`src/rtl/pipe_stall_ctrl_if.sv`:
```
// Bundle between the pipeline hazard sources and the central stall controller.
// The pipeline side uses the master modport; pipe_stall_ctrl uses the slave modport.
interface pipe_stall_ctrl_if #(
    parameter int STALL_W   = 2,
    parameter int ADDR_W    = 32,
    parameter int REGADDR_W = 5,
    parameter int CNT_W     = 32
);
    logic                 if_wait_i;
    logic [REGADDR_W-1:0] id_rs1_addr_i;
    logic                 id_rs1_read_i;
    logic [REGADDR_W-1:0] id_rs2_addr_i;
    logic                 id_rs2_read_i;
    logic [REGADDR_W-1:0] ex_rd_addr_i;
    logic                 ex_rd_load_i;
    logic                 mem_busy_i;
    logic                 branch_error_i;
    logic [ADDR_W-1:0]    redirect_pc_i;

    logic [STALL_W-1:0]   stall_pc_o;
    logic [STALL_W-1:0]   stall_if_id_o;
    logic [STALL_W-1:0]   stall_id_ex_o;
    logic [STALL_W-1:0]   stall_ex_mem_o;
    logic [STALL_W-1:0]   stall_mem_wb_o;
    logic                 flush_o;
    logic [ADDR_W-1:0]    redirect_pc_o;
    logic [CNT_W-1:0]     stall_cycles_o;
    logic [CNT_W-1:0]     flush_count_o;

    modport master (
        output if_wait_i, id_rs1_addr_i, id_rs1_read_i, id_rs2_addr_i, id_rs2_read_i,
               ex_rd_addr_i, ex_rd_load_i, mem_busy_i, branch_error_i, redirect_pc_i,
        input  stall_pc_o, stall_if_id_o, stall_id_ex_o, stall_ex_mem_o, stall_mem_wb_o,
               flush_o, redirect_pc_o, stall_cycles_o, flush_count_o
    );

    modport slave (
        input  if_wait_i, id_rs1_addr_i, id_rs1_read_i, id_rs2_addr_i, id_rs2_read_i,
               ex_rd_addr_i, ex_rd_load_i, mem_busy_i, branch_error_i, redirect_pc_i,
        output stall_pc_o, stall_if_id_o, stall_id_ex_o, stall_ex_mem_o, stall_mem_wb_o,
               flush_o, redirect_pc_o, stall_cycles_o, flush_count_o
    );
endinterface

```
`src/rtl/pipe_stall_ctrl.sv`:
```
// Central hazard/stall controller: arbitrates MEM busy, mispredict flush, load-use and
// fetch wait, keeping a pending flush across freezes. Define STALL_PERF_EN for counters.
module pipe_stall_ctrl #(
    parameter int STALL_W   = 2,
    parameter int ADDR_W    = 32,
    parameter int REGADDR_W = 5,
    parameter int CNT_W     = 32
) (
    input logic              clk,
    input logic              rst_n,
    pipe_stall_ctrl_if.slave bus
);
    typedef enum logic [1:0] {
        PASS = 2'b00,
        HOLD = 2'b01,
        BUBB = 2'b10
    } stall_e;

    stall_e            stall_pc, stall_if_id, stall_id_ex, stall_ex_mem, stall_mem_wb;
    logic              flush;
    logic [ADDR_W-1:0] redirect_pc;

    logic              pend;
    logic [ADDR_W-1:0] pend_pc;
    logic              fl;
    logic [ADDR_W-1:0] target;
    logic              lu;

    assign fl     = bus.branch_error_i | pend;
    // A fresh mispredict pulse supersedes any older pending target.
    assign target = bus.branch_error_i ? bus.redirect_pc_i : pend_pc;

    assign lu = bus.ex_rd_load_i && (bus.ex_rd_addr_i != '0) &&
                ((bus.id_rs1_read_i && (bus.id_rs1_addr_i == bus.ex_rd_addr_i)) ||
                 (bus.id_rs2_read_i && (bus.id_rs2_addr_i == bus.ex_rd_addr_i)));

    always_comb begin
        // NOTE: every output gets a default first so no path through the priority chain infers a latch.
        stall_pc     = PASS;
        stall_if_id  = PASS;
        stall_id_ex  = PASS;
        stall_ex_mem = PASS;
        stall_mem_wb = PASS;
        flush        = 1'b0;
        redirect_pc  = '0;
        if (!rst_n) begin
            stall_pc     = BUBB;
            stall_if_id  = BUBB;
            stall_id_ex  = BUBB;
            stall_ex_mem = BUBB;
            stall_mem_wb = BUBB;
        end else if (bus.mem_busy_i) begin
            stall_pc     = HOLD;
            stall_if_id  = HOLD;
            stall_id_ex  = HOLD;
            stall_ex_mem = HOLD;
            stall_mem_wb = BUBB;
        end else if (fl) begin
            stall_if_id  = BUBB;
            stall_id_ex  = BUBB;
            flush        = 1'b1;
            redirect_pc  = target;
        end else if (lu) begin
            stall_pc     = HOLD;
            stall_if_id  = HOLD;
            stall_id_ex  = BUBB;
        end else if (bus.if_wait_i) begin
            stall_pc     = HOLD;
            stall_if_id  = BUBB;
        end
    end

    // NOTE: reset is synchronous, so it lives inside the clocked branch, not the sensitivity list.
    always_ff @(posedge clk) begin
        if (!rst_n) begin
            pend    <= 1'b0;
            pend_pc <= '0;
        end else if (fl && bus.mem_busy_i) begin
            pend    <= 1'b1;
            pend_pc <= target;
        end else if (flush) begin
            pend    <= 1'b0;
        end
    end

    assign bus.stall_pc_o     = stall_pc;
    assign bus.stall_if_id_o  = stall_if_id;
    assign bus.stall_id_ex_o  = stall_id_ex;
    assign bus.stall_ex_mem_o = stall_ex_mem;
    assign bus.stall_mem_wb_o = stall_mem_wb;
    assign bus.flush_o        = flush;
    assign bus.redirect_pc_o  = redirect_pc;

`ifdef STALL_PERF_EN
    logic [CNT_W-1:0] stall_cycles;
    logic [CNT_W-1:0] flush_count;

    always_ff @(posedge clk) begin
        if (!rst_n) begin
            stall_cycles <= '0;
            flush_count  <= '0;
        end else begin
            if (stall_pc != PASS) stall_cycles <= stall_cycles + CNT_W'(1);
            if (flush)            flush_count  <= flush_count + CNT_W'(1);
        end
    end

    assign bus.stall_cycles_o = stall_cycles;
    assign bus.flush_count_o  = flush_count;
`else
    assign bus.stall_cycles_o = '0;
    assign bus.flush_count_o  = '0;
`endif
endmodule
```
`src/flat_wrapper.sv`:
```
// flat-port wrapper written by rule: the top's interface ports become plain ports
module pipe_stall_ctrl_flat 
#(
    parameter int STALL_W   = 2,
    parameter int ADDR_W    = 32,
    parameter int REGADDR_W = 5,
    parameter int CNT_W     = 32
)
  (clk, rst_n, bus_if_wait_i, bus_id_rs1_addr_i, bus_id_rs1_read_i, bus_id_rs2_addr_i, bus_id_rs2_read_i, bus_ex_rd_addr_i, bus_ex_rd_load_i, bus_mem_busy_i, bus_branch_error_i, bus_redirect_pc_i, bus_stall_pc_o, bus_stall_if_id_o, bus_stall_id_ex_o, bus_stall_ex_mem_o, bus_stall_mem_wb_o, bus_flush_o, bus_redirect_pc_o, bus_stall_cycles_o, bus_flush_count_o);
  pipe_stall_ctrl_if #(.STALL_W(STALL_W), .ADDR_W(ADDR_W), .REGADDR_W(REGADDR_W), .CNT_W(CNT_W)) bus_i ();
  input logic clk;
  input logic rst_n;
  input wire logic [$bits(bus_i.if_wait_i)-1:0] bus_if_wait_i;
  input wire logic [$bits(bus_i.id_rs1_addr_i)-1:0] bus_id_rs1_addr_i;
  input wire logic [$bits(bus_i.id_rs1_read_i)-1:0] bus_id_rs1_read_i;
  input wire logic [$bits(bus_i.id_rs2_addr_i)-1:0] bus_id_rs2_addr_i;
  input wire logic [$bits(bus_i.id_rs2_read_i)-1:0] bus_id_rs2_read_i;
  input wire logic [$bits(bus_i.ex_rd_addr_i)-1:0] bus_ex_rd_addr_i;
  input wire logic [$bits(bus_i.ex_rd_load_i)-1:0] bus_ex_rd_load_i;
  input wire logic [$bits(bus_i.mem_busy_i)-1:0] bus_mem_busy_i;
  input wire logic [$bits(bus_i.branch_error_i)-1:0] bus_branch_error_i;
  input wire logic [$bits(bus_i.redirect_pc_i)-1:0] bus_redirect_pc_i;
  output wire logic [$bits(bus_i.stall_pc_o)-1:0] bus_stall_pc_o;
  output wire logic [$bits(bus_i.stall_if_id_o)-1:0] bus_stall_if_id_o;
  output wire logic [$bits(bus_i.stall_id_ex_o)-1:0] bus_stall_id_ex_o;
  output wire logic [$bits(bus_i.stall_ex_mem_o)-1:0] bus_stall_ex_mem_o;
  output wire logic [$bits(bus_i.stall_mem_wb_o)-1:0] bus_stall_mem_wb_o;
  output wire logic [$bits(bus_i.flush_o)-1:0] bus_flush_o;
  output wire logic [$bits(bus_i.redirect_pc_o)-1:0] bus_redirect_pc_o;
  output wire logic [$bits(bus_i.stall_cycles_o)-1:0] bus_stall_cycles_o;
  output wire logic [$bits(bus_i.flush_count_o)-1:0] bus_flush_count_o;
  assign bus_i.if_wait_i = bus_if_wait_i;
  assign bus_i.id_rs1_addr_i = bus_id_rs1_addr_i;
  assign bus_i.id_rs1_read_i = bus_id_rs1_read_i;
  assign bus_i.id_rs2_addr_i = bus_id_rs2_addr_i;
  assign bus_i.id_rs2_read_i = bus_id_rs2_read_i;
  assign bus_i.ex_rd_addr_i = bus_ex_rd_addr_i;
  assign bus_i.ex_rd_load_i = bus_ex_rd_load_i;
  assign bus_i.mem_busy_i = bus_mem_busy_i;
  assign bus_i.branch_error_i = bus_branch_error_i;
  assign bus_i.redirect_pc_i = bus_redirect_pc_i;
  assign bus_stall_pc_o = bus_i.stall_pc_o;
  assign bus_stall_if_id_o = bus_i.stall_if_id_o;
  assign bus_stall_id_ex_o = bus_i.stall_id_ex_o;
  assign bus_stall_ex_mem_o = bus_i.stall_ex_mem_o;
  assign bus_stall_mem_wb_o = bus_i.stall_mem_wb_o;
  assign bus_flush_o = bus_i.flush_o;
  assign bus_redirect_pc_o = bus_i.redirect_pc_o;
  assign bus_stall_cycles_o = bus_i.stall_cycles_o;
  assign bus_flush_count_o = bus_i.flush_count_o;
  pipe_stall_ctrl #(.STALL_W(STALL_W), .ADDR_W(ADDR_W), .REGADDR_W(REGADDR_W), .CNT_W(CNT_W)) u_core (.clk(clk), .rst_n(rst_n), .bus(bus_i));
endmodule
```
`config.mk`:
```
export PLATFORM = sky130hd
export DESIGN_NAME = pipe_stall_ctrl_flat
export DESIGN_NICKNAME = d
export VERILOG_FILES = /design/src/rtl/pipe_stall_ctrl_if.sv /design/src/rtl/pipe_stall_ctrl.sv /design/src/flat_wrapper.sv
export SDC_FILE = /design/constraint.sdc
export NUM_CORES = 1
export LEC_CHECK = 0
export ABC_AREA = 0
export BUFFER_PORTS_ARGS = -buffer_cell sky130_fd_sc_hd__buf_2
export CORE_MARGIN = 4
export CORE_UTILIZATION = 45
export DETAILED_ROUTE_END_ITERATION = 10
export GPL_TIMING_DRIVEN = 0
export PLACE_DENSITY = 0.86
export SLEW_MARGIN = 25
export SYNTH_ARGS = -nofsm -noshare
export SYNTH_HDL_FRONTEND = slang
export SYNTH_SLANG_ARGS = --single-unit
```
`constraint.sdc`:
```
create_clock -name clk -period 3.4 [get_ports clk]
set_clock_uncertainty 0.15 [all_clocks]
set_input_delay 0.17 -clock clk [delete_from_list [all_inputs] [get_ports clk]]
set_output_delay 0.17 -clock clk [all_outputs]
set_load 0.02 [all_outputs]
```
==> results of run 1 <==
==> state kept, by name, indices dropped and copies added, names as in the netlist <==
name	flops
u_core.pend	1
u_core.pend_pc	32
==> stage by stage <==
step | total power, uW | hold WS [ns]
5_1_grt | 1100 | 0.0139
4_1_cts | 1040 | 0.00633
3_5_place_dp | 735 | 0.277
2_1_floorplan | 661 | 0.156
6_report | 1040 | 0.0181
3_3_place_gp | 731 | 0.272
==> report_power, final <==
part | switching [uW] | internal, uW | leakage [uW]
Sequential | 8.65 | 405 | 0.000270
Clock | 137 | 142 | 0.0000450
Combinational | 194 | 158 | 0.00160
==> worst max-delay path, delay by kind of cell (launching register included) <==
family	cells	cell delay, ns
AND/OR/NAND/NOR	3	0.44
buffers and inverters	3	0.52
flip-flops	1	0.31
==> cell type report <==
type,count,area (sq um)
Buffer,85,603
Clock buffer,6,72.6
Clock inverter,2,10.0
Fill cell,381,1360
Inverter,3,11.3
Multi-Input combinational cell,256,1300
Sequential cell,33,661
Tap cell,67,83.8
Timing Repair Buffer,126,786
==> path summary, 6_finish.rpt <==
check / from / to / cells past startpoint
max: u_core.pend / bus_redirect_pc_o[6] / 6
min: bus_redirect_pc_i[29] / u_core.pend_pc[29] / 3
max reg2reg: u_core.pend / u_core.pend / 2
min reg2reg: u_core.pend_pc[28] / u_core.pend_pc[28] / 2
==> synthesized netlist by cell type <==
cell and n:
a21oi_1 32, a31oi_1 2, buf_1 2, or4_4 1, and2_1 1, inv_1 3
clkbuf_1 5, o22ai_1 1, o211ai_2 1, nand2_1 69, buf_6 3, nand4_1 2
or2_1 1, dfxtp_1 33, o21ai_0 3, xnor2_1 10, o21ba_1 1, buf_2 8
buf_4 67, nand2b_1 1, nor2_1 34, conb_1 1, mux2i_1 32
==> kinds of logic (layout without fill, tap and decap cells) <==
| group | count (synthesis) | count (layout) |
|---|---|---|
| compound gates | 40 | 40 |
| mux | 32 | 32 |
| simple gates | 109 | 109 |
| xor+xnor | 10 | 10 |
| buf+inv | 88 | 222 |
| other cells | 1 | 65 |
| flops | 33 | 33 |
==> per-layer routing <==
layer  global-route usage (%)  routed length (um)  up-vias
met3                     5.19                 620       12
met5                        0                   0        -
met2                     39.7                3550      119
met1                     21.1                2470     1084
met4                     6.93                 127        0
li1                         -                   -     1271
==> what timing repair did <==
action | 4_1_cts | 5_1_grt
hold endpoints to repair | 31 | 0
endpoints found under the setup margin | 0 | 0
hold buffers | 31 | 0
setup buffers | 0 | 0
==> flow_summary.toml, run 1 <==
[status]
status = "completed"

[worst_setup_path]
regToRegSetupSlack_ns = 2.53
critical-path-slowest-cell = "dfxtp_1"
start_kind = "flip-flop"
crit_type = "flip-flop to output pin"
cpPeakStageDelay_ns = 0.31
worst_setup_path_end_kind = "output pin"
path_cells = "nor2_1, or2_1, buf_2, buf_6, nor2_1, buf_2"
crit_fanout = 10
crit_arrival_ns = 1.55
required_ns = 3.08

[die]
io_pins = 162
fp.dieW_um = 80.0
die_h_um = 80.0
start_util_pct = 47.8
die_area_sq_um = 6400
coreArea_sq_um = 4880
rows = 25

[global_route]
antenna_found_initial = 0
grt_pass1_wl_um = 10500
grt_max_degree = 12
grt_pass1_vias = 2464
overflow = 0
grt_usage_pct = 20.6

[final_layout]
drive_above_1_share_pct = 35.6
syn_to_final_growth_pct = 51.1
final_core_util_pct = 72.2
layoutNonFillerInstCount = 578
insertedDiodeCount = 0
nNetsFinal = 565
design_area_sq_um = 3520
final_cell_mix = "buf_2, nand2_1, buf_4, conb_1, nor2_1"
layout_commonest_cell = "buf_2"

[clocking]
cts-root-buf = "clkbuf_8"
clk_latency_ns = 0.28
cts_buffers = 5
cts_sinks = 33
cts_buffer_depth = 2
htree_num_levels = 2
clkSlewWorstSetupHoldPaths_ns = 0.07
cts_tree = "done"
cts.repair.resized = 0

[routing]
wl_per_cell_um = 11.7
ant_nets = 0
first_pass_iters = 5
vias_per_cell = 4.30
routed_wl_um = 6770
drtIter0Drc = 71
vias = 2486
drc = 0

[power]
p_per_area_nw_per_um2 = 296
power.leakage_uw = 0.00192
vdd_drop_max_v = 0.000319

[sta]
min_period_ns = 1.87
rsz0062_at_grt = "no"
hold_violations = 0
finalSetupTns_ns = 0
fmax_ghz = 0.535
min_period_over_period_pct = 54.9
setup_slack_ns = 1.53
finalSetupViolCount = 0
slew_viol_final = 0

[synth]
yosys.area.top_type = "dfxtp_1"
synthAdderAreaFrac_pct = 0
synth_cell_types = 23
synth_top_cell_area_share_pct = 28.3
syn_avg_cell_area_sq_um = 7.45
yosys_register_bits = 33
muxShareOfSynthArea_pct = 13.7
netlist_area_sq_um = 2330
synth_area_leaders = "dfxtp_1, buf_4, mux2i_1"
synth_compound_area_share_pct = 9.28
ys_warn_count = 0
synth_top_family_by_area = "buffers and inverters"
synthSimpleGateAreaFrac_pct = 18.4
ys_seq_area_share_pct = 28.3
synth_xor_area_share_pct = 3.76
syn_inst = 313

[run]
cap_violations = 0

[placed_design]
port_buffers = 95
pre_cts_ws_ns = 1.73
dp.cells = 539
dp_hpwl_um = 4670
routabilityCongestion = 0.761
placed_cell_area_sq_um = 3130

[hold_path]
min-delay-path-class = "primary input to flip-flop"
Note: power is estimated with default switching activity, not from simulation.
==> run 2: changes to the inputs <==
--- a/config.mk
+++ b/config.mk
@@ -8,10 +8,10 @@
 export ABC_AREA = 0
 export BUFFER_PORTS_ARGS = -buffer_cell sky130_fd_sc_hd__buf_2
 export CORE_MARGIN = 4
-export CORE_UTILIZATION = 45
+export CORE_UTILIZATION = 38
 export DETAILED_ROUTE_END_ITERATION = 10
 export GPL_TIMING_DRIVEN = 0
-export PLACE_DENSITY = 0.86
+export PLACE_DENSITY = 0.78
 export SLEW_MARGIN = 25
 export SYNTH_ARGS = -nofsm -noshare
 export SYNTH_HDL_FRONTEND = slang
==> constraint.sdc (replaced) <==
create_clock -name clk -period 1.7 [get_ports clk]
set_clock_uncertainty 0.15 [all_clocks]
set_input_delay 0.085 -clock clk [delete_from_list [all_inputs] [get_ports clk]]
set_output_delay 0.085 -clock clk [all_outputs]
set_load 0.02 [all_outputs]
==> run 2 against run 1 <==
Against the previous run: hold slack gained 0.033 ns; combinational power grew 100%; via count shrank 0.64%; routed wire length shrank 7.9%; clock power grew to 2.7 times the previous value; critical endpoint is now bus_redirect_pc_o[13]; power grew 120%; count of clock-buffer cells in the layout grew 1; core utilization shrank 11 points; global-route usage shrank 3.9 points; first-iteration DRC count shrank 23%; flip-flop and latch count is the same.
==> flow_summary.toml, run 2 (synthesized netlist as in run 1, its figures left out) <==
[final_layout]
layoutNonFillerInstCount = 588
largest_reg_flops = 32
insertedDiodeCount = 0
nNetsFinal = 567
fill_cells = 552
final_cell_mix = "buf_2, buf_4, nand2_1, conb_1, dlygate4sd3_1"
top_regs = "u_core.pend_pc: 32 flops, u_core.pend: 1 flops"
drive_above_1_share_pct = 36.3
regMostFlops = "u_core.pend_pc"
syn_to_final_growth_pct = 55.6
layout_commonest_cell = "buf_2"

[die]
rows = 28
coreArea_sq_um = 5960
start_util_pct = 39.2
die_area_sq_um = 7450
fp.dieW_um = 86.3
die_h_um = 86.3
io_pins = 162

[hold_path]
min-delay-path-class = "primary input to flip-flop"

[routing]
drtIter0Drc = 55
ant_nets = 0
wl_per_cell_um = 10.6
drc = 0
vias_per_cell = 4.20
vias = 2470
first_pass_iters = 4
routed_wl_um = 6230

[clocking]
clkSlewWorstSetupHoldPaths_ns = 0.06
cts_buffer_depth = 2
cts_sinks = 33
cts_buffers = 5
postCtsSetupBuffers = 0
htree_num_levels = 2
cts_tree = "done"
cts-root-buf = "clkbuf_8"
clk_latency_ns = 0.28

[placed_design]
dp.cells = 547
routabilityCongestion = 0.722
dp_hpwl_um = 4620
port_buffers = 95

[sta]
finalSetupViolCount = 0
slew_viol_final = 0
fmax_ghz = 0.620
min_period_over_period_pct = 94.9
hold_violations = 0
min_period_ns = 1.61
finalSetupTns_ns = 0

[worst_setup_path]
crit_arrival_ns = 1.38
required_ns = 1.46
crit_fanout = 10
crit_type = "flip-flop to output pin"
worst_setup_path_end_kind = "output pin"
start_kind = "flip-flop"

[global_route]
grt_pass1_wl_um = 10200
grt.met1_usage_pct = 18.8
busiest_layer = "met2"
use_met2_pct = 30.1
grt_pass1_vias = 2316
overflow = 0
grt_max_degree = 12
use_met3_pct = 5.32
grt_usage_pct = 16.7
antenna_found_initial = 0

[run]
cap_violations = 0

[power]
power.total_uw = 2290
p_per_area_nw_per_um2 = 631
power.leakage_uw = 0.00194
vdd_drop_max_v = 0.000459

[status]
status = "completed"
[run 2: cell count changes in the layout (fill, tap and decap cells not counted), sizes merged]
cell	previous run	this run
bufinv	0	1
buf	175	174
clkinv	2	0
clkbuf	11	12
dlygate4sd3	31	34
[run 2: path summary, 6_finish.rpt]
path	startpoint	endpoint	slack, ns	cells past startpoint
min	bus_branch_error_i	u_core.pend	0.05	3
max reg2reg	u_core.pend	u_core.pend	0.88	2
min reg2reg	u_core.pend_pc[13]	u_core.pend_pc[13]	0.30	2
max	u_core.pend	bus_redirect_pc_o[13]	0.09	5
[run 2: metrics by stage]
stage | worst slack [ns] | hold WS (ns) | instance area [sq um] | util, %
global placement | 0.203 | 0.187 | 3140 | 52.8
floorplan | 0.312 | 0.0710 | 2570 | -
detailed placement | 0.205 | 0.194 | 3140 | 52.8
CTS | 0.0724 | 0.0586 | 3610 | 60.5
finish | 0.0860 | 0.0514 | 3630 | 60.9
global route | -0.0403 | 0.0991 | 3630 | 60.9
[run 2: cell type report]
class | instances | area (sq um) | share of cell area, %
sequential | 33 | 661 | 18.2
clock buffer | 7 | 86.3 | 2.38
clock inverter | 1 | 30.0 | 0.828
multi-input combinational | 256 | 1310 | 36.1
buffer | 84 | 598 | 16.5
timing repair buffer | 129 | 838 | 23.1
inverter | 3 | 11.3 | 0.310
tap | 75 | 93.8 | 2.59
[run 2: timing repair]
| action | in CTS | in global routing |
|---|---|---|
| setup endpoints to repair | 30 | 17 |
| endpoints found under the hold margin | 33 | 0 |
| pin swaps | 0 | 1 |
| hold buffers | 34 | 0 |
| resized for setup | 5 | 9 |
[run 2: where the power goes]
group / internal (uW) / switching [uW] / total, uW
registers: 809 / 17.0 / 826
logic: 324 / 383 / 707
clock network: 478 / 277 / 755
[run 2: metal layers]
layer  share of wire (%)  wire length, um  vias to the layer above
met5                   0                0                        -
met4                 1.8              110                        0
met3                  10              622                       13
met2                  51             3170                      104
met1                  37             2330                     1084
li1                    -                -                     1269
[run 2: critical path: stages, from the launching register on]
cell	delay (ns)
dfxtp_1	0.32
nor2_2	0.06
or2_4	0.27
buf_6	0.15
nor2_1	0.11
buf_2	0.18
==> run 3: changes to the inputs <==
--- a/config.mk
+++ b/config.mk
@@ -12,6 +12,7 @@
 export DETAILED_ROUTE_END_ITERATION = 10
 export GPL_TIMING_DRIVEN = 0
 export PLACE_DENSITY = 0.78
+export REMOVE_ABC_BUFFERS = 1
 export SLEW_MARGIN = 25
 export SYNTH_ARGS = -nofsm -noshare
 export SYNTH_HDL_FRONTEND = slang
==> run 3 against run 2 <==
Against the previous run: sequential power hardly changed; register-to-register slack hardly changed; critical path depth is 1 lower; first-iteration DRC count is 18% lower; final area is 16% lower; global-route usage is 0.48 points lower; clock power is 1% higher; non-clock buffer count is 83 lower; power is 5.4% lower; count of clock-buffer cells in the layout stayed put; maximum frequency is 0.63% lower.
==> flow_summary.toml, run 3 (synthesized netlist as in run 1, its figures left out) <==
[worst_setup_path]
cpPeakStageDelay_ns = 0.35
worst_setup_path_end_kind = "output pin"
cp_num_buf_inv = 1
setup.worst_path.end = "bus_redirect_pc_o[31]"
critical-path-slowest-cell = "dfxtp_1"
cp_top_family = "simple AND/OR/NAND/NOR gates"
reg2reg_to = "u_core.pend"
setup.worst_path.start = "u_core.pend"
crit_cells = 4
regToRegSetupSlack_ns = 0.89
crit_arrival_ns = 1.39
path_cells = "nor2_4, or2_4, nor2_1, buf_2"
timing.rr.start = "u_core.pend"
required_ns = 1.46
crit_type = "flip-flop to output pin"
reg2reg_depth = 2
crit_fanout = 17
start_kind = "flip-flop"

[clocking]
cts_buffer_depth = 2
cts-root-buf = "clkbuf_8"
cts_tree = "done"
cts_sinks = 33
htree_num_levels = 2
clk_latency_ns = 0.28
cts_buffers = 5
clkSlewWorstSetupHoldPaths_ns = 0.06

[power]
p_per_area_nw_per_um2 = 713
vdd_drop_max_v = 0.000407
power.total_uw = 2160
power.leakage_uw = 0.00153

[final_layout]
layout_commonest_cell = "buf_2"
multi_input_area_sq_um = 1320
top_regs = "u_core.pend_pc: 32 flops, u_core.pend: 1 flops"
syn_to_final_growth_pct = 30.2
fill_cells = 573
regArea_sq_um = 661
final_cell_mix = "buf_2, nand2_1, conb_1, dlygate4sd3_1"
drive_above_1_share_pct = 25.8
nNetsFinal = 485
insertedDiodeCount = 0
final_core_util_pct = 51.0
regMostFlops = "u_core.pend_pc"
largest_reg_flops = 32

[sta]
fmax_ghz = 0.616
finalSetupViolCount = 0
min_period_over_period_pct = 95.5
tightest_slew_ns = 0.685
hold_violations = 0
min_period_ns = 1.62
slew_viol_final = 0
slew_headroom_pct = 54.3

[placed_design]
dp_hpwl_um = 3910
routabilityCongestion = 0.762
port_buffers = 96

[die]
rows = 28
die_area_sq_um = 7450
fp.dieW_um = 86.3
io_pins = 162
start_util_pct = 39.2
die_h_um = 86.3
coreArea_sq_um = 5960

[routing]
first_pass_iters = 4
ant_nets = 0
drtIter0Drc = 45
drc = 0
wl_per_cell_um = 12.4
vias_per_cell = 4.38
vias = 2217
routed_wl_um = 6270

[hold_path]
min-delay-path-class = "primary input to flip-flop"
min_from = "bus_branch_error_i"

[global_route]
grt_max_degree = 36
overflow = 0
grt_usage_pct = 16.2
grt_pass1_vias = 2093
grt_pass1_wl_um = 9740
antenna_found_initial = 0

[run]
cap_violations = 0

[status]
status = "completed"
==> run 3: cell count changes in the layout (fill, tap and decap cells not counted), sizes merged <==
cell,previous run,this run
buf,174,96
clkbuf,12,7
or2,1,2
==> run 3: cell type report <==
| type | instances | area share, % |
|---|---|---|
| Clock inverter | 1 | 0.989 |
| Sequential cell | 33 | 21.8 |
| Clock buffer | 7 | 2.84 |
| Timing Repair Buffer | 130 | 27.5 |
| Inverter | 3 | 0.371 |
| Tap cell | 75 | 3.09 |
| Multi-Input combinational cell | 257 | 43.5 |
==> run 3: worst min-delay path by stage <==
stage / endpoint / depth (start not counted)
floorplan: u_core.pend_pc[0] / 2
global placement: u_core.pend_pc[26] / 3
detailed placement: u_core.pend_pc[31] / 3
CTS: u_core.pend / 3
global route: u_core.pend / 3
finish: u_core.pend / 3
==> run 3: tightest hold or removal path, stage by stage <==
cell	delay, ns
buf_6	0.22
nor2_4	0.23
nor2_1	0.07
==> run 3: layer usage <==
metal  wire length (um)  vias up  part of all wire (%)  track usage (%)
met3                561        4                   9.0             5.32
met2               3360      100                    54             31.4
li1                   -     1109                     -                -
met5                  0        -                     0                0
met4                 17        0                  0.27             3.68
met1               2330     1004                    37             16.7
==> run 3: stage by stage <==
stage	hold WS [ns]	TNS [ns]	instances	instance area, sq um	setup slack (ns)
final	0.233	0	506	3040	0.0757
after global routing	0.250	-0.000328	506	3040	-0.000328
after CTS	0.283	0	506	3020	0.00793
after detailed placement	0.196	-37.54	463	2550	-0.663
after global placement	0.186	-52.71	463	2540	-0.827
after floorplan	0.0710	0	292	1970	0.0995
==> run 3: repair_timing <==
item / CTS / global route
buffers inserted: 0 / 0
hold endpoints to repair: 33 / 0
hold buffers: 34 / 0
gates resized for setup: 5 / 5
pin swaps: 1 / 1
cloned: 1 / 0
setup endpoints to repair: 69 / 34
==> run 3: where the power goes <==
group	switching, uW	leakage (uW)	internal, uW
registers	17.7	0.000270	809
clock network	285	0.0000585	478
logic	365	0.00120	210
total	668	0.00153	1500
